File: config.mk
export PLATFORM = sky130hd
export DESIGN_NAME = uart_tx_frame_ctrl
export DESIGN_NICKNAME = d
export VERILOG_FILES = /design/src/rtl/uart_tx_pkg.sv /design/src/rtl/uart_parity_calc.sv /design/src/rtl/uart_tx_frame_ctrl.sv
export SDC_FILE = /design/constraint.sdc
export NUM_CORES = 1
export LEC_CHECK = 0
export BUFFER_PORTS_ARGS = -buffer_cell sky130_fd_sc_hd__buf_2
export CAP_MARGIN = 5
export CORE_UTILIZATION = 52
export CTS_BUF_LIST = sky130_fd_sc_hd__clkbuf_16
export CTS_CLUSTER_DIAMETER = 60
export DETAILED_ROUTE_END_ITERATION = 16
export PLACE_DENSITY = 0.82
export SLEW_MARGIN = 20
export SYNTH_ARGS = -nofsm -noshare
export SYNTH_HDL_FRONTEND = slang
export SYNTH_HIERARCHICAL = 1
export SYNTH_SLANG_ARGS = --single-unit
File: constraint.sdc
create_clock -name CLK -period 2.4 [get_ports CLK]
set_input_delay 0.12 -clock CLK [delete_from_list [all_inputs] [get_ports CLK]]
set_output_delay 0.12 -clock CLK [all_outputs]
set_load 0.03 [all_outputs]
File: src/rtl/uart_tx_pkg.sv
// Shared definitions for the UART transmit path.
// Covers FSM state encodings, parity type codes and line levels.
package uart_tx_pkg;

    typedef enum logic [2:0] {
        IDLE   = 3'd0,
        START  = 3'd1,
        DATA   = 3'd2,
        PARITY = 3'd3,
        STOP   = 3'd4
    } state_t;

    localparam logic PAR_EVEN  = 1'b0;
    localparam logic PAR_ODD   = 1'b1;

    localparam logic START_BIT = 1'b0;
    localparam logic STOP_BIT  = 1'b1;

endpackage

File: src/rtl/uart_parity_calc.sv
// Combinational parity generator for one UART data word.
// Even parity makes the count of 1s over data plus parity even.
module uart_parity_calc
    import uart_tx_pkg::*;
#(
    parameter int DATA_WIDTH = 8
) (
    input  logic [DATA_WIDTH-1:0] data,
    input  logic                  par_typ,
    output logic                  par_bit
);

    assign par_bit = (^data) ^ (par_typ == PAR_ODD);

endmodule

File: src/rtl/uart_tx_frame_ctrl.sv
// UART TX frame controller: start bit, LSB-first data from the serializer,
// optional parity, then STOP_BITS stop bits. One bit per baud clock.
module uart_tx_frame_ctrl
    import uart_tx_pkg::*;
#(
    parameter int DATA_WIDTH = 8,
    parameter int STOP_BITS  = 1
) (
    input  logic                  CLK,
    input  logic                  RST,
    input  logic [DATA_WIDTH-1:0] P_DATA,
    input  logic                  Data_Valid,
    input  logic                  PAR_EN,
    input  logic                  PAR_TYP,
    input  logic                  ser_data,
    input  logic                  ser_done,
    output logic                  ser_en,
    output logic                  TX_OUT,
    output logic                  busy,
    output logic                  tx_err
);

    localparam int CNT_W  = $clog2(DATA_WIDTH + 1);
    localparam int STOP_W = $clog2(STOP_BITS + 1);

    state_t                state;
    state_t                state_next;
    logic [CNT_W-1:0]      data_cnt;
    logic [STOP_W-1:0]     stop_cnt;
    logic [DATA_WIDTH-1:0] data_latched;
    logic                  par_en_latched;
    logic                  par_typ_latched;
    logic                  par_bit;
    logic                  last_stop;
    logic                  can_accept;
    logic                  data_timeout;

    assign last_stop    = (state == STOP) && (stop_cnt == STOP_W'(STOP_BITS - 1));
    assign can_accept   = (state == IDLE) || last_stop;
    // DATA_WIDTH data cycles elapsed and the serializer never flagged its last bit.
    assign data_timeout = (state == DATA) && !ser_done &&
                          (data_cnt == CNT_W'(DATA_WIDTH - 1));

    uart_parity_calc #(
        .DATA_WIDTH (DATA_WIDTH)
    ) u_parity (
        .data    (data_latched),
        .par_typ (par_typ_latched),
        .par_bit (par_bit)
    );

    always_ff @(posedge CLK) begin
        if (RST) begin
            state <= IDLE;
        end else begin
            state <= state_next;
        end
    end

    always_comb begin
        state_next = state;
        case (state)
            IDLE:    if (ser_en) state_next = START;
            START:   state_next = DATA;
            DATA: begin
                if (ser_done) begin
                    state_next = par_en_latched ? PARITY : STOP;
                end else if (data_timeout) begin
                    state_next = STOP;
                end
            end
            PARITY:  state_next = STOP;
            STOP: begin
                if (last_stop) begin
                    state_next = ser_en ? START : IDLE;
                end
            end
            default: state_next = IDLE;
        endcase
    end

    always_comb begin
        ser_en = Data_Valid & can_accept & !RST;
        busy   = (state != IDLE);
        TX_OUT = STOP_BIT;
        case (state)
            START:   TX_OUT = START_BIT;
            DATA:    TX_OUT = ser_data;
            PARITY:  TX_OUT = par_bit;
            default: TX_OUT = STOP_BIT;
        endcase
    end

    // Counters and the per-frame latches; inputs only matter on the accept cycle.
    always_ff @(posedge CLK) begin
        if (RST) begin
            data_cnt        <= '0;
            stop_cnt        <= '0;
            tx_err          <= 1'b0;
            data_latched    <= '0;
            par_en_latched  <= 1'b0;
            par_typ_latched <= 1'b0;
        end else begin
            tx_err   <= data_timeout;
            data_cnt <= (state == DATA) ? data_cnt + CNT_W'(1) : '0;
            stop_cnt <= ((state == STOP) && !last_stop) ? stop_cnt + STOP_W'(1) : '0;
            if (ser_en) begin
                data_latched    <= P_DATA;
                par_en_latched  <= PAR_EN;
                par_typ_latched <= PAR_TYP;
            end
        end
    end

endmodule
# == Word level (Yosys, flattened, before mapping) ==
# Index checks and enable logic that the tools add are counted.
# totals
wordCells,45
out_inout_bits,4
latchBits,0
romBits,0
mem_bits_rw,0
mem_count,0
reg_bits,19
# classes
mux,8
eq_ne,8
multipliers,0
bitwise,6
n_reduce_logical,14
addsub,2
magnitude_cmp,0
shifts,0
n_div,0
# ops
op,n
$mux 3,5
$pmux 3 s5,1
$reduce_xor 8->1,1
$eq 3x2->1 const B,2
$add 4x1->4 const B,1
$eq 4x3->1 const B,1
$logic_and 1x1->1,4
$ne 2x2->1 const B,2
$reduce_or 2->1,2
$eq 3x1->1 const B,1
$eq 3x3->1 const B,1
$logic_not 1->1,3
$logic_not 3->1,1
$ne 3x3->1 const B,1
$not 1->1,3
$pmux 1 s3,1
$reduce_and 3->1,1
$reduce_bool 3->1,1
$and 1x1->1,2
$add 1x1->1 const B,1
$logic_or 1x1->1,1
$mux 1,1
$xor 1x1->1,1

# == Depth between registers and ports, before layout ==
# logic_depth
word_depth,8
depth_mapped,6

# == Hierarchy ==
# Netlist, hierarchy kept.
# by_module_without_submodules
module,area_each_um2,n_inst,seq_area_each_um2,cells_per_inst
uart_tx_frame_ctrl,854.6,1,380.4,80
uart_parity_calc,82.6,1,0.0,7

# == Worst setup path after synthesis ==
# OpenSTA, ideal clock, no wires.
# synth_path
path_kind,reg-to-reg
from,reg state[0]
to,reg data_latched[0]
t_required_ns,2.279
n_path_buf,2
path_slack_ns,0.729
period_less_slack_ns,1.671
path_stages_with_launch,6
t_arrival_ns,1.550
setup_ns,0.121
cell_sequence,dfxtp_1 -> buf_6 -> or4b_4 -> a21o_1 -> buf_6 -> mux2_4
# synth_between
elab_chain_cells,5
word_cells_on_any_way,6
classes_between,1 x eq/ne; 2 x bitwise; 3 x reduce/logical
# synth_rtl
item,line_no,rtl
"start, declared",uart_tx_frame_ctrl.sv:26,state_t state;
"start signal, assigned",uart_tx_frame_ctrl.sv:56,state <= state_next;
$eq 3x3->1,uart_tx_frame_ctrl.sv:38,assign last_stop = (state == STOP) && (stop_cnt == STOP_W'(STOP_BITS - 1));
$logic_and 1x1->1,uart_tx_frame_ctrl.sv:38,
$logic_or 1x1->1 (*),uart_tx_frame_ctrl.sv:39,assign can_accept = (state == IDLE) || last_stop;
$and 1x1->1 (*) (2 in series),uart_tx_frame_ctrl.sv:83,ser_en = Data_Valid & can_accept & !RST;
"end signal, assigned",uart_tx_frame_ctrl.sv:100,data_latched <= '0;
"end signal, assigned",uart_tx_frame_ctrl.sv:108,data_latched <= P_DATA;
"end, declared",uart_tx_frame_ctrl.sv:30,logic [DATA_WIDTH-1:0] data_latched;
# Every way passes the cells marked *; elsewhere a longest branch is shown, timed or not.
# A chain may end at the register's enable or synchronous reset.

# == Worst setup path in the final report ==
# layout_path
from,reg data_latched[4]
to,out TX_OUT
# layout_between
elab_chain_cells,3
# layout_rtl
item,line_no,rtl
$reduce_xor 8->1,uart_parity_calc.sv:13,assign par_bit = (^data) ^ (par_typ == PAR_ODD);
$xor 1x1->1,uart_parity_calc.sv:13,
named net par_bit,uart_tx_frame_ctrl.sv:33,logic par_bit;
$pmux 1 s3,uart_tx_frame_ctrl.sv:86,case (state)
"end, declared",uart_tx_frame_ctrl.sv:18,"output logic TX_OUT,"
# The timed path passes the listed nets, and every way through them passes these cells.

==> impl_metrics.py <==
metrics = {
    "cells_and_area": {
        "drive_gt1_frac": 0.333,
        "utilization": 0.694,
        "fill_cells": 127,
        "multi_input_area_um2": 519,
        "register_area_um2": 380,
        "final_area_mm2": 0.00111,
        "finalNonFillerCells": 129,
        "area_growth_pct": 18.0,
        "nets": 122,
        "diodes": 0,
    },
    "clocking": {
        "cts_resized": 0,
        "cts_buffer_depth": 2,
        "numCtsBuffers": 3,
        "clk_latency_ns": 0.24,
        "cts_setup_buffers": 0,
        "cts_root_buf": "clkbuf_16",
        "clk_pin_slew_ns": 0.05,
        "cts_hold_buf": 0,
        "cts_tree": "done",
        "htreeDepth": 1,
        "clock-sinks": 19,
    },
    "power": {
        "ir_worst_vdd_mv": 0.471,
        "leakage_uw": 0.000501,
        "power_density_mw_per_mm2": 886,
    },
    "critical_path": {
        "required_ns": 2.28,
        "worstSetupEndpoint": "TX_OUT",
        "endpoint_kind": "output pin",
        "r2r_start": "state[0]$_SDFFE_PP0P_",
        "r2r_end": "data_latched[3]$_SDFFE_PP0P_",
        "cp_data_arrival_time_ns": 1.93,
        "cp-startpoint": "data_latched[4]$_SDFFE_PP0P_",
        "r2r_cells": 3,
        "setup.worst_path.start_class": "flip-flop",
        "path_class": "flip-flop to output pin",
        "r2r_slack_ns": 0.57,
        "path_max_fanout": 2,
    },
    "floorplan": {
        "num_rows": 14,
        "io_pins": 19,
        "dieArea_mm2": 0.00198,
        "initial_core_util": 0.588,
        "fp.coreArea_mm2": 0.00159,
        "die_w_um": 44.5,
        "die_h_um": 44.5,
    },
    "global_route": {
        "use_met3": 0.0367,
        "overflow": 0,
        "use_met2": 0.324,
        "grt_pass1_vias": 619,
        "grt_max_degree": 16,
        "busiest_layer": "met2",
        "use_met1": 0.251,
        "grt_pass1_wl_um": 2800,
        "grt_usage": 0.197,
        "antenna_found_initial": 0,
    },
    "sta": {
        "slew_violations": 0,
        "fin_crit_ns": 2.05,
        "fmax_mhz": 489,
        "finalHoldViolCount": 0,
        "fin_crit_sh": 0.853,
        "clock_skew_ns": 0.00171,
        "max_slew_margin": 0.620,
        "rsz0062_at_grt": "false",
        "fin_setup_tns_ns": 0,
        "finalSetupViolCount": 0,
        "worst_pin_slew_ns": 0.570,
    },
    "logic_synthesis": {
        "async_reset_ff_frac": 0,
        "yosysSeqAreaShare": 0.406,
        "yosys_warnings": 6,
        "ys_top_cells_by_area": "dfxtp_1 (41%), mux2_4 (14%), nor2b_1 (7.3%)",
        "synth-edff-count": 0,
        "ys_ff_latch": 19,
        "syn_nets": 103,
        "yosysTopAreaCellShare": 0.406,
        "yosysTopAreaCell": "dfxtp_1",
        "synthCells": 87,
        "synth.distinct_cells": 33,
        "synthFlopType": "dfxtp_1",
        "synth_area_per_cell_um2": 10.8,
        "netlist_area_um2": 937,
    },
    "route": {
        "num_vias": 645,
        "viasPerCell": 5.00,
        "drc": 0,
        "drt-total-wl_um": 1620,
        "initialDrtViolationCount": 7,
        "first_pass_iters": 3,
        "wire_per_inst_um": 12.6,
        "ant_nets": 0,
    },
    "run": {
        "max_cap_violations": 0,
    },
    "place": {
        "globalplace.congestion": 0.830,
        "place_area_mm2": 0.00103,
        "dp_cells": 125,
        "dpl.hpwl_um": 1160,
        "portBuffers": 18,
    },
    "outcome": {
        "status": "finished, final reports clean",
    },
    "worst_hold_path": {
        "hp-class": "input port to flip-flop",
    },
}
==> synthesized netlist by cell type (2+ instances only) <==
cell	count
nand3_1	2
nand3b_1	2
nand2_1	2
buf_6	2
a21oi_1	2
xnor2_1	5
xor2_1	2
nor2_1	7
clkbuf_1	2
mux2_4	9
inv_1	2
dfxtp_1	19
nor2b_1	11
==> critical path: stages, from the launching register on <==
cell     delay (ns)
dfxtp_1        0.31
xnor2_1        0.20
xnor3_1        0.43
xnor2_1        0.14
nand2_1        0.08
a21oi_1        0.07
or2_2          0.27
buf_2          0.18
==> where the power goes <==
group | switching, uW | internal, uW | leakage (uW) | total (uW)
combinational | 114 | 148 | 0.000303 | 262
sequential | 39.3 | 351 | 0.000156 | 391
clock | 107 | 221 | 0.0000423 | 328
total | 260 | 720 | 0.000501 | 980
==> routing by layer <==
layer	vias up	share of wire
li1	332	-
met1	300	0.48
met2	13	0.50
met3	0	0.023
met4	0	0
met5	-	0
==> worst min path at each step <==
stage               cells after the start  slack (ns)                      endpoint      start
CTS                                     2        0.09  data_latched[4]$_SDFFE_PP0P_  P_DATA[4]
detailed placement                      2        0.35  data_latched[4]$_SDFFE_PP0P_  P_DATA[4]
global route                            2         0.1  data_latched[6]$_SDFFE_PP0P_  P_DATA[6]
floorplan                               1        0.20             tx_err$_SDFF_PP0_   ser_done
global placement                        2        0.35  data_latched[6]$_SDFFE_PP0P_  P_DATA[6]
finish                                  2         0.1  data_latched[4]$_SDFFE_PP0P_  P_DATA[4]
==> metrics by stage <==
stage / hold WS (ns) / worst slack [ns] / power [uW]
after floorplan: 0.199 / 0.729 / 616
after global placement: 0.346 / 0.627 / 645
after detailed placement: 0.349 / 0.588 / 656
after CTS: 0.0929 / 0.352 / 987
after global routing: 0.0986 / 0.224 / 1030
final: 0.0971 / 0.354 / 980
==> flip-flops by register name (all words and copies together), names as in the netlist <==
| name | count |
|---|---|
| stop_cnt | 1 |
| par_typ_latched | 1 |
| tx_err | 1 |
| data_cnt | 4 |
| data_latched | 8 |
| state | 3 |
| par_en_latched | 1 |
==> cells in the final DEF (no fill, tap or decap), drive strengths merged <==
cell / instances
a2111oi: 1
a21boi: 1
a21o: 1
a21oi: 2
and4b: 1
buf: 18
clkbuf: 3
conb: 1
dfxtp: 19
ha: 1
inv: 3
mux2: 10
nand2: 2
nand2b: 1
nand3: 2
nand3b: 2
nand4b: 1
nor2: 7
nor2b: 11
nor3: 1
nor3b: 1
nor4: 1
o21ai: 1
o21ba: 1
o32a: 1
or2: 1
or3: 1
or4b: 1
xnor2: 6
xnor3: 1
xor2: 2
==> cell families after synthesis <==
logic type,count (synthesis),share of synthesized area
simple gates,33,0.211
buf+inv,6,0.0401
mux,10,0.156
flops,19,0.406
compound gates,8,0.0628
other cells,1,0.00400
fa+ha+maj,1,0.0133
xor+xnor,9,0.107
==> area by class of cell <==
type	instances	share of cell area
well taps	24	0.0271
flip-flops and latches	19	0.344
repair buffers	18	0.0814
inverters	2	0.00679
clock inverters	1	0.00339
multi-input cells	62	0.469
clock buffers	3	0.0679
Power figures use the tool's default switching activity.
